[src/rtl/reg_disp_pkg.sv]
// Shared constants, debounce states and the hex-to-7-segment table
// for the register-file display scanner.
package reg_disp_pkg;

  localparam int NUM_WORDS = 8;
  localparam int FIRST_REG = 3;

  typedef enum logic [1:0] {
    DB_IDLE,
    DB_WAIT_PRESS,
    DB_PRESSED,
    DB_WAIT_RELEASE
  } db_state_e;

  // Active-high segments {g,f,e,d,c,b,a}
  function automatic logic [6:0] hex7(input logic [3:0] n);
    logic [6:0] s;
    s = 7'h00;
    unique case (n)
      4'h0: s = 7'h3F;
      4'h1: s = 7'h06;
      4'h2: s = 7'h5B;
      4'h3: s = 7'h4F;
      4'h4: s = 7'h66;
      4'h5: s = 7'h6D;
      4'h6: s = 7'h7D;
      4'h7: s = 7'h07;
      4'h8: s = 7'h7F;
      4'h9: s = 7'h6F;
      4'hA: s = 7'h77;
      4'hB: s = 7'h7C;
      4'hC: s = 7'h39;
      4'hD: s = 7'h5E;
      4'hE: s = 7'h79;
      4'hF: s = 7'h71;
    endcase
    return s;
  endfunction

endpackage

[src/rtl/btn_debounce.sv]
// Two-flop synchronizer plus press/release debounce FSM.
// Emits a single-cycle pulse per accepted press.
module btn_debounce
  import reg_disp_pkg::*;
#(
  parameter int DEBOUNCE_CYCLES = 1000000
) (
  input  logic clk,
  input  logic rst,
  input  logic btn_i,
  output logic pulse_o
);

  localparam int CW = $clog2(DEBOUNCE_CYCLES + 1);
  localparam logic [CW-1:0] LAST = CW'(DEBOUNCE_CYCLES - 1);

  logic            s1_q, s2_q;
  db_state_e       st_q, st_d;
  logic [CW-1:0]   cnt_q, cnt_d;

  always_ff @(posedge clk) begin
    if (rst) begin
      s1_q  <= 1'b0;
      s2_q  <= 1'b0;
      st_q  <= DB_IDLE;
      cnt_q <= '0;
    end else begin
      s1_q  <= btn_i;
      s2_q  <= s1_q;
      st_q  <= st_d;
      cnt_q <= cnt_d;
    end
  end

  always_comb begin
    st_d    = st_q;
    cnt_d   = cnt_q;
    pulse_o = 1'b0;
    unique case (st_q)
      DB_IDLE: begin
        if (s2_q) begin
          st_d  = DB_WAIT_PRESS;
          cnt_d = '0;
        end
      end
      DB_WAIT_PRESS: begin
        if (!s2_q) st_d = DB_IDLE;
        else if (cnt_q == LAST) st_d = DB_PRESSED;
        else cnt_d = cnt_q + 1'b1;
      end
      DB_PRESSED: begin
        pulse_o = 1'b1;
        st_d    = DB_WAIT_RELEASE;
        cnt_d   = '0;
      end
      DB_WAIT_RELEASE: begin
        // Any bounce back to 1 restarts the release window
        if (s2_q) cnt_d = '0;
        else if (cnt_q == LAST) st_d = DB_IDLE;
        else cnt_d = cnt_q + 1'b1;
      end
      default: st_d = DB_IDLE;
    endcase
  end

endmodule

[src/rtl/reg_display_scanner.sv]
// Shows one snapshot register word as 8 hex digits on a
// multiplexed 7-segment display; buttons browse the words.
module reg_display_scanner
  import reg_disp_pkg::*;
#(
  parameter int SCAN_DIV        = 50000,
  parameter int DEBOUNCE_CYCLES = 1000000
) (
  input  logic         clk,
  input  logic         rst,
  input  logic [255:0] from_reg,
  input  logic         reg_IO_out_ena,
  input  logic         btn_next,
  input  logic         btn_prev,
  output logic [7:0]   seg_an,
  output logic [7:0]   seg_cat,
  output logic [2:0]   sel_word,
  output logic [7:0]   sel_led
);

  localparam int SW = $clog2(NUM_WORDS);
  localparam int PW = (SCAN_DIV > 1) ? $clog2(SCAN_DIV) : 1;
  localparam logic [PW-1:0] PLAST = PW'(SCAN_DIV - 1);

  logic [255:0]  shadow_q;
  logic [SW-1:0] sel_q, sel_d;
  logic [2:0]    dig_q, dig_d;
  logic [PW-1:0] pre_q, pre_d;
  logic [7:0]    an_q, an_d;
  logic [7:0]    cat_q, cat_d;
  logic          nxt, prv, dp_on;
  logic [31:0]   word;
  logic [3:0]    nib;

  btn_debounce #(.DEBOUNCE_CYCLES(DEBOUNCE_CYCLES)) u_next (
    .clk     (clk),
    .rst     (rst),
    .btn_i   (btn_next),
    .pulse_o (nxt)
  );

  btn_debounce #(.DEBOUNCE_CYCLES(DEBOUNCE_CYCLES)) u_prev (
    .clk     (clk),
    .rst     (rst),
    .btn_i   (btn_prev),
    .pulse_o (prv)
  );

  always_comb begin
    sel_d = sel_q;
    unique case (1'b1)
      nxt && !prv: sel_d = sel_q + 1'b1;
      prv && !nxt: sel_d = sel_q - 1'b1;
      default: ;
    endcase
  end

  always_comb begin
    pre_d = pre_q + 1'b1;
    dig_d = dig_q;
    if (pre_q == PLAST) begin
      pre_d = '0;
      dig_d = dig_q + 1'b1;
    end
  end

  // Browsing always reads the shadow, so it works while frozen
  assign word  = shadow_q[{sel_q, 5'd0} +: 32];
  assign nib   = word[{dig_q, 2'd0} +: 4];
  assign dp_on = (dig_q == 3'd7) && !reg_IO_out_ena;
  assign an_d  = ~(8'b1 << dig_q);
  assign cat_d = {~dp_on, ~hex7(nib)};

  always_ff @(posedge clk) begin
    if (rst) begin
      shadow_q <= '0;
      sel_q    <= '0;
      dig_q    <= '0;
      pre_q    <= '0;
      an_q     <= 8'hFF;
      cat_q    <= 8'hFF;
    end else begin
      if (reg_IO_out_ena) shadow_q <= from_reg;
      sel_q <= sel_d;
      dig_q <= dig_d;
      pre_q <= pre_d;
      an_q  <= an_d;
      cat_q <= cat_d;
    end
  end

  assign seg_an   = an_q;
  assign seg_cat  = cat_q;
  assign sel_word = sel_q;
  assign sel_led  = 8'b1 << sel_q;

endmodule

[config.mk]
export PLATFORM = sky130hd
export DESIGN_NAME = reg_display_scanner
export DESIGN_NICKNAME = d
export VERILOG_FILES = /design/src/rtl/reg_disp_pkg.sv /design/src/rtl/btn_debounce.sv /design/src/rtl/reg_display_scanner.sv
export SDC_FILE = /design/constraint.sdc
export NUM_CORES = 1
export LEC_CHECK = 0
export CORE_MARGIN = 2
export CORE_UTILIZATION = 52
export DETAILED_ROUTE_END_ITERATION = 10
export PLACE_DENSITY = 0.79
export SETUP_SLACK_MARGIN = 0.15
export SYNTH_ARGS = -nofsm -noshare
export SYNTH_HDL_FRONTEND = slang
export SYNTH_SLANG_ARGS = --single-unit
[constraint.sdc]
create_clock -name clk -period 4 [get_ports clk]
set_input_delay 0.8 -clock clk [delete_from_list [all_inputs] [get_ports clk]]
set_output_delay 0.8 -clock clk [all_outputs]
set_load 0.01 [all_outputs]
==> metrics.md <==
| Metric | Value |
|---|---|
| Count of cell types in the netlist | between 60 and 70 |
| Core area | 28,630 um^2 |
| Placed Cells | a little over 2,000 |
| R2R Path Start | sel_word[0] |
| Row count | 62 |
| Iteration-0 DRC Markers | between 1,000 and 1,500 |
| Met1 usage | 0.3416 |
| GRT Max-Usage Layer | met2 |
| Share of cells above drive strength 1 | 0.09075 |
| Commonest non-fill, non-tap cell in the layout | dfxtp_1 |
| DR DRC count | 0 |
| Die area | between 30,000 and 40,000 um^2 |
| Wire per inst | just under 20 um |
| Startpoint types | flop |
| Yosys warnings | 0 |
| Top-Level Pins | 288 |
| Buffers & Inverters on Critical Path | 2 |
| Met3 Use GR | 0.04965 |
| Clock Pin Slew Worst Setup and Hold Paths | 0.06 ns |
| Crit path largest cell delay | ~0.67 ns |
| DPL Wire Length | a little over 30,000 um |
| Nets | a little under 2,000 |
| Post-synthesis cell count | about 1,500 |
| Crit Path Category | flop to flop |
| CTS Buf Count | 37 |
| Post-synthesis sequential area ratio | 0.4538 |
| Largest net degree at the start of global routing | around 160 |
| CP Launch Point | sel_word[0] |
| Max Fanout on Critical Path | 28 |
| Hold EP | u_next.s2_q |
| IO buf count | 287 |
| DR vias/cell | 5.603 |
| Die height | around 170 um |
| Peak supply drop | 0.3020 mV |
| Crit-path slowest cell | dfxtp_4 |
| Via count | around 12,000 |
| Worst min-delay path class | flop to flop |
| Tmin final | approximately 3.6 ns |
| Critical path capture point type | flop |
| Clock sink total | 342 |
| Synthesized cell area | between 15,000 and 20,000 um^2 |
| Max Cap Viol | 0 |
| Rel. slew slack | 0.3067 |
| Critical Path RT | 4.39 ns |
| Reg2Reg Capture Point | seg_cat[3] |
| EDFF count, synth | 0 |
| P per Cell Area | 409.5 nW/um^2 |
| Max Root-Sink Buffers | 3 |
| Layout Cells excl Fill | 2,121 |
| Most frequent cells in the layout | 340 x dfxtp_1, 336 x nor2_1, 285 x clkdlybuf4s50_1 |
| Slew Limit Fails | 0 |
| R2R cell count | 9 |
| Post-CTS setup buffer count | 0 |
| Global placement routability congestion | about 0.88 |
| Global-route wire length before repair | 64,440 um |
| Vias in the first global route | 11,860 |
| Asr flop ratio synth | 0 |
| Ys flop type | dfxtp_1 |
| Syn avg cell area | about 10 um^2 |
| Static Leak | a little under 0.008 uW |
| Initial antenna violation count | 7 |
| WHS Path Cells | 1 |
| Total wire length | roughly 42,000 um |
| Root Buffer | clkbuf_16 |
| Crit path top cell by count | mux4_2 |
| Final Hold Viols | 0 |
| Crit path DAT | between 3 and 4 ns |
| Flop-to-flop setup slack | 0.43 ns |
| Worst Max-Slew Pin Slew | slightly above 1 ns |
| Area Overhead vs Synth | 28.79% |
| Final Power | about 8000 uW |
| Pre-antenna DRT Iters | 5 |
| Crit-path leading delay family | multiplexers |
| Worst path cell trace | buf_12 -> mux4_2 -> a221oi_2 -> o22ai_1 -> nor3_4 -> inv_1 -> ha_1 -> mux4_2 -> or2_2 |
| CTS tree | done |
| DRT antenna net count | 0 |
| CTS H-tree lvls | 2 |
| Period utilization | 0.8934 |
| Grt ovf | 0 |
| Status | complete, no violations |
| M2 GR Usage | 0.4421 |
| Initial Util | 0.5271 |
| Post-CTS Resized | 0 |
| Chip Width | roughly 170 um |
| GRT Util Overall | 0.2703 |
| Synth Register Bits | between 300 and 400 |
| Setup Skew | between 0.015 and 0.02 ns |
| Fmax | 0.2798 GHz |
| Final-report setup violation count | 0 |
| Unrepaired setup endpoints after global routing | false |
| Hold Startpoint | u_next.s1_q |
| Post-CTS Hold Buffers | 0 |
| Syn Nets | 1,738 |
| Setup_tns | 0 ns |
| Worst-Skew Late Latency | between 0.5 and 0.6 ns |
## power breakdown
group / internal [uW] / switching (uW)
clock network: 2100 / 1360
registers: 3570 / 119
logic: 472 / 340
## through the flow
step                      hold WS, ns  instance area (um^2)    util  setup slack [ns]
final                          0.4441                 19430  0.6788            0.4264
after global routing           0.4621                 19430  0.6788            0.2052
after floorplan                0.4138                 15090       -            0.7792
after CTS                      0.4489                 19410  0.6782            0.4281
after detailed placement       0.4279                 18180  0.6352            0.4351
after global placement         0.4308                 18180  0.6352            0.4986
## metal layers
layer	wire, um	up-vias	part of all wire
met5	0	-	0
met4	1968	0	0.047
met3	2791	104	0.067
met2	20070	462	0.48
met1	16890	5678	0.40
li1	-	5640	-
## worst max path at each step
stage                  to  slack, ns  cells past startpoint
4_1_cts        seg_cat[3]       0.43                      9
3_5_place_dp   seg_cat[3]       0.44                      9
3_3_place_gp   seg_cat[3]       0.50                      9
5_1_grt        seg_cat[3]       0.21                      9
6_report       seg_cat[3]       0.43                      9
2_1_floorplan  seg_cat[3]       0.78                     11
## worst register-to-register path: stages, from the launching register on
cell	delay [ns]
dfxtp_4	0.67
buf_12	0.24
mux4_2	0.54
a221oi_2	0.32
o22ai_1	0.15
nor3_4	0.38
inv_1	0.13
ha_1	0.28
mux4_2	0.47
or2_2	0.27
## area by class of cell
class,instances,area (um^2)
diodes,7,17.52
clock buffers,51,1049
clock inverters,14,183.9
fillers,2200,9194
inverters,19,71.32
multi-input cells,999,7696
flip-flops and latches,342,6854
well taps,384,480.5
repair buffers,305,3079
## cell usage after synthesis (all sizes together) (8+ instances only)
library cell | count | area (um^2)
dfxtp | 342 | 6847
nor2 | 336 | 1261
mux2i | 275 | 2753
clkbuf | 70 | 262.8
mux4 | 61 | 1404
nand2 | 50 | 187.7
buf | 30 | 210.2
a21oi | 26 | 130.1
xor2 | 25 | 219.0
o21ai | 22 | 110.1
nand4 | 21 | 131.4
inv | 19 | 71.32
xnor2 | 18 | 157.7
nand3 | 17 | 85.08
ha | 16 | 200.2
a22oi | 12 | 90.09
nor3 | 10 | 61.31
or2 | 10 | 62.56
or3 | 9 | 56.30
nor2b | 8 | 50.05
## flip-flops by register name (all words and copies together), names as in the netlist, 3 cells and up, named ones only
signal / cells
seg_an: 8
dig_q: 3
shadow_q: 256
sel_word: 3
u_prev.cnt_q: 20
seg_cat: 8
u_next.cnt_q: 20
pre_q: 16
## logic make-up (layout without fill, tap and decap cells)
family	Yosys count	in the layout	synth area share
fa+ha+maj	19	19	0.01592
simple gates	501	501	0.1463
xor+xnor	43	43	0.02496
other cells	0	7	0
buf+inv	119	389	0.03608
compound gates	97	97	0.04520
flops	342	342	0.4538
mux	339	339	0.2777
Note: power is estimated with default switching activity, not from simulation.
